<file path="config.mk">
export PLATFORM = sky130hd
export DESIGN_NAME = scarv_cop_rng_ctrl
export DESIGN_NICKNAME = d
export VERILOG_FILES = /design/src/rtl/scarv_cop_rng_ctrl.sv
export SDC_FILE = /design/constraint.sdc
export NUM_CORES = 1
export LEC_CHECK = 0
export BUFFER_PORTS_ARGS = -buffer_cell sky130_fd_sc_hd__buf_2
export CAP_MARGIN = 30
export CORE_ASPECT_RATIO = 1.1
export CORE_MARGIN = 10
export CORE_UTILIZATION = 55
export DETAILED_ROUTE_END_ITERATION = 6
export GPL_ROUTABILITY_DRIVEN = 1
export PLACE_DENSITY = 0.82
export SLEW_MARGIN = 20
export SYNTH_ARGS = -nofsm -noshare
export SYNTH_HDL_FRONTEND = slang
export SYNTH_SLANG_ARGS = --single-unit
</file>
<file path="constraint.sdc">
create_clock -name g_clk -period 2.2 [get_ports g_clk]
set_input_delay 0.11 -clock g_clk [delete_from_list [all_inputs] [get_ports g_clk]]
set_output_delay 0.11 -clock g_clk [all_outputs]
set_load 0.01 [all_outputs]
</file>
<file path="src/rtl/scarv_cop_rng_ctrl.sv">
// scarv_cop_rng_ctrl: RNG coprocessor sequencing controller with LFSR and one-word refill buffer.
// Ports:
//   g_clk, g_reset       clock, synchronous active-high reset
//   rng_ivalid           instruction valid, held until rng_idone
//   rng_rs1              seed material (sampled at acceptance)
//   id_subclass          0 SEED, 1 SAMP, 2 TEST, others unrecognised
//   rng_idone            one-cycle registered completion pulse
//   rng_cpr_rd_ben       writeback byte enable, zero unless rng_idone
//   rng_cpr_rd_wdata     writeback data, zero unless rng_idone
module scarv_cop_rng_ctrl #(
    parameter int unsigned MIX_STEPS   = 32,
    parameter logic [31:0] POLY        = 32'h8020_0003,
    parameter logic [31:0] RESET_STATE = 32'h0000_0001
) (
    input  logic        g_clk,
    input  logic        g_reset,
    input  logic        rng_ivalid,
    input  logic [31:0] rng_rs1,
    input  logic [3:0]  id_subclass,
    output logic        rng_idone,
    output logic [3:0]  rng_cpr_rd_ben,
    output logic [31:0] rng_cpr_rd_wdata
);
    typedef enum logic [1:0] {IDLE, WAIT, RESP} state_t;
    localparam logic [3:0] SUB_SEED = 4'd0;
    localparam logic [3:0] SUB_SAMP = 4'd1;
    localparam logic [3:0] SUB_TEST = 4'd2;
    state_t      state_q, state_d;
    logic [31:0] lfsr_q, lfsr_d, buf_q, buf_d, wdata_q, wdata_d, seed;
    logic [7:0]  fill_cnt_q, fill_cnt_d;
    logic [3:0]  ben_q, ben_d;
    logic        buf_valid_q, buf_valid_d, seeded_q, seeded_d, fill_busy_q, fill_busy_d, start;
    function automatic logic [31:0] lfsr_step(input logic [31:0] s);
        return s[0] ? (s >> 1) ^ POLY : s >> 1;
    endfunction
    always_comb begin
        state_d     = state_q;
        lfsr_d      = lfsr_q;
        buf_d       = buf_q;
        buf_valid_d = buf_valid_q;
        seeded_d    = seeded_q;
        fill_cnt_d  = fill_cnt_q;
        fill_busy_d = fill_busy_q;
        ben_d       = 4'h0;
        wdata_d     = 32'h0;
        start       = 1'b0;
        seed        = lfsr_q ^ rng_rs1;
        // Background refill runs regardless of the handshake state.
        if (fill_busy_q) begin
            lfsr_d     = lfsr_step(lfsr_q);
            fill_cnt_d = fill_cnt_q - 8'd1;
            if (fill_cnt_q == 8'd0) begin
                buf_d       = lfsr_d;
                buf_valid_d = 1'b1;
                fill_busy_d = 1'b0;
            end
        end
        case (state_q)
            IDLE: if (rng_ivalid) begin
                state_d = RESP;
                case (id_subclass)
                    SUB_SEED: begin
                        // An all-zero LFSR would lock up, so fall back to the reset value.
                        lfsr_d   = (seed == 32'h0) ? RESET_STATE : seed;
                        seeded_d = 1'b1;
                        start    = 1'b1;
                    end
                    SUB_SAMP: begin
                        ben_d = 4'hF;
                        if (seeded_q && buf_valid_q) begin
                            wdata_d = buf_q;
                            start   = 1'b1;
                        end else if (seeded_q) begin
                            state_d = WAIT;
                            ben_d   = 4'h0;
                        end
                    end
                    SUB_TEST: begin
                        ben_d   = 4'hF;
                        wdata_d = {29'b0, fill_busy_q, buf_valid_q, seeded_q};
                    end
                    default: ;
                endcase
            end
            WAIT: if (buf_valid_q) begin
                state_d = RESP;
                ben_d   = 4'hF;
                wdata_d = buf_q;
                start   = 1'b1;
            end
            default: state_d = IDLE;
        endcase
        // Starting a refill overrides any step in flight (a SEED restarts it).
        if (start) begin
            fill_busy_d = 1'b1;
            fill_cnt_d  = 8'(MIX_STEPS - 1);
            buf_valid_d = 1'b0;
        end
    end
    always_ff @(posedge g_clk) begin
        if (g_reset) begin
            state_q     <= IDLE;
            lfsr_q      <= RESET_STATE;
            buf_q       <= 32'h0;
            buf_valid_q <= 1'b0;
            seeded_q    <= 1'b0;
            fill_cnt_q  <= 8'h0;
            fill_busy_q <= 1'b0;
            ben_q       <= 4'h0;
            wdata_q     <= 32'h0;
        end else begin
            state_q     <= state_d;
            lfsr_q      <= lfsr_d;
            buf_q       <= buf_d;
            buf_valid_q <= buf_valid_d;
            seeded_q    <= seeded_d;
            fill_cnt_q  <= fill_cnt_d;
            fill_busy_q <= fill_busy_d;
            ben_q       <= ben_d;
            wdata_q     <= wdata_d;
        end
    end
    assign rng_idone        = (state_q == RESP);
    assign rng_cpr_rd_ben   = ben_q;
    assign rng_cpr_rd_wdata = wdata_q;
endmodule
</file>
==> metrics.yaml <==
vias: 4094
rsz0062_at_grt: "no"
met3_usage_pct: 5.42
io_pins: 76
post-cts-setup-buffer-count: 0
final_cells: 734
worstPathRequired_ns: 2.42
yosysTopAreaCell: "dfxtp_1"
core_area_sq_um: 8360
grt_pass1_vias: 3747
cts_buffer_depth: 2
postSynthCellCount: 560
numPortBuffers: 75
synth.top_cell.area_share_pct: 46.9
synth_warnings: 0
max_freq_ghz: 0.507
ys_seq_elements: 110
layout.nets: 659
cts-root-buf: "clkbuf_8"
placed_area_sq_um: 5130
critPathArrivalTime_ns: 2.20
track_usage_pct: 17.6
hpwl_mm: 8.05
cts-buffers-inserted: 9
synth.distinct_cells: 42
synth_area_sq_um: 4700
netlist_top_cells_area: "dfxtp_1 (47%), nand2_1 (7.7%), a21oi_1 (7.6%)"
synth_nets: 601
clkTransAtPathRegs_ns: 0.10
grt_max_degree: 77
clk_latency_ns: 0.36
die_y_microns: 117
setup_viol: 0
cts_resized: 0
routed_via_density: 5.58
start_util_pct: 56.2
cts_sinks: 110
antenna_cells: 0
tightest_slew_ns: 0.786
maxCapViolations: 0
cp-end-kind: "flip-flop"
grt_pass1_wl_mm: 18.1
status: "complete, no violations"
cts_tree: "yes"
rows: 35
avgSynthCellArea_sq_um: 8.39
use_met1_pct: 22.3
drt_iter0_markers: 433
fin_crit_ns: 1.97
hp-class: "in2reg"
fin_tns_setup_ns: 0
place_inst: 718
reg2reg_from: "state_q[0]"
antenna_found_initial: 0
die_area_sq_um: 12600
vdd_drop_max_mv: 0.345
hold_violations: 0
drc_errors: 0
post-route-period-util_pct: 89.7
grt.busiest_layer: "met2"
finClkSkew_ns: 0.0120
holdWs_ns: 0.0464
gp_congestion: 0.906
worst-path-max-fanout: 48
gr-usage-met2_pct: 28.1
relSlewSlack_pct: 47.6
antenna_left: 0
ys_seq_area_share_pct: 46.9
drv_slew: 0
first_pass_iters: 5
path_class: "reg2reg"
hold_path.startpoint: "rng_ivalid"
cts-htree-levels: 3
power_density_nw_per_um2: 628
power_leakage_nw: 2.00
final_area_sq_um: 5300
grt_overflow: 0
hold_buffers: 0
crit_start: "state_q[0]"
layout-drive-gt1-share_pct: 17.2
die_width_microns: 108
syn_to_final_growth_pct: 12.8
wl_mm: 11.3
layout_common_cells: "dfxtp_1 (110), nand2_1 (97), buf_2 (75)"
crit_path_start_kind: "flip-flop"
wire_per_inst_microns: 15.4
final_common_cell: "dfxtp_1"
## cell families after synthesis
kind of cell,count (synthesis),synth area share (%)
xor+xnor,16,2.98
fa+ha+maj,2,0.533
flops,110,46.9
buf+inv,50,4.98
compound gates,134,18.6
simple gates,248,26.0
## Yosys cell counts, drive strengths merged
master	instances
a41oi	1
xnor2	8
nand4	4
clkbuf	15
nand2b	18
o2111a	6
or4	1
nor3b	4
nand3b	1
inv	15
and3	3
a21oi	71
nor4	2
or2	2
nand3	1
or2b	2
a2111oi	5
a221oi	19
nand2	97
nor2	44
a22oi	3
a211oi	3
nor3	15
a21o	1
and2b	5
dfxtp	110
and2	29
o21ai	10
a31oi	11
nor2b	18
buf	20
xor2	8
a32oi	4
ha	2
nor4b	2
## per-layer routing
layer / up-vias / routed length (microns)
li1: 2036 / -
met1: 1885 / 5010
met2: 158 / 5310
met3: 15 / 821
met4: 0 / 168
met5: - / 0
## final timing paths
kind           endpoint  slack [ns]  cells past startpoint
min reg2reg   buf_q[18]        0.46                      2
min          state_q[1]        0.05                      3
max          lfsr_q[22]        0.23                      6
max reg2reg  lfsr_q[22]        0.23                      6
## cell type report
| class | instances | area, sq um |
|---|---|---|
| clock buffers | 9 | 124 |
| flip-flops and latches | 110 | 2200 |
| well taps | 111 | 139 |
| fillers | 691 | 3070 |
| multi-input cells | 400 | 2280 |
| inverters | 15 | 56.3 |
| clock inverters | 7 | 47.5 |
| repair buffers | 82 | 453 |
## report_power, final
| part | switching [mW] | leakage [nW] | internal (mW) |
|---|---|---|---|
| Clock | 0.677 | 0.0858 | 0.414 |
| Sequential | 0.0182 | 0.887 | 2.00 |
| Combinational | 0.129 | 1.03 | 0.0848 |
| Total | 0.824 | 2.00 | 2.50 |
## flip-flops by register name, indices dropped and copies added, names as in the netlist
register,count
buf_q,32
buf_valid_q,1
fill_busy_q,1
fill_cnt_q,8
lfsr_q,32
rng_cpr_rd_ben,1
rng_cpr_rd_wdata,32
seeded_q,1
state_q,2
## critical path, stage by stage (launching register included)
cell	delay (ns)
dfxtp_1	0.39
nor4b_4	0.48
and3_1	0.28
buf_12	0.23
a21oi_1	0.11
a221oi_1	0.25
nor2_1	0.07
## metrics by stage
| stage | util, % | power (mW) | setup WS [ns] |
|---|---|---|---|
| final | 63.4 | 3.33 | 0.226 |
| after global placement | 61.3 | 2.27 | 0.343 |
| after detailed placement | 61.3 | 2.28 | 0.283 |
| after floorplan | - | 2.19 | 0.555 |
| after global routing | 63.4 | 3.45 | 0.106 |
| after CTS | 63.4 | 3.34 | 0.258 |
Note: power is estimated with default switching activity, not from simulation.
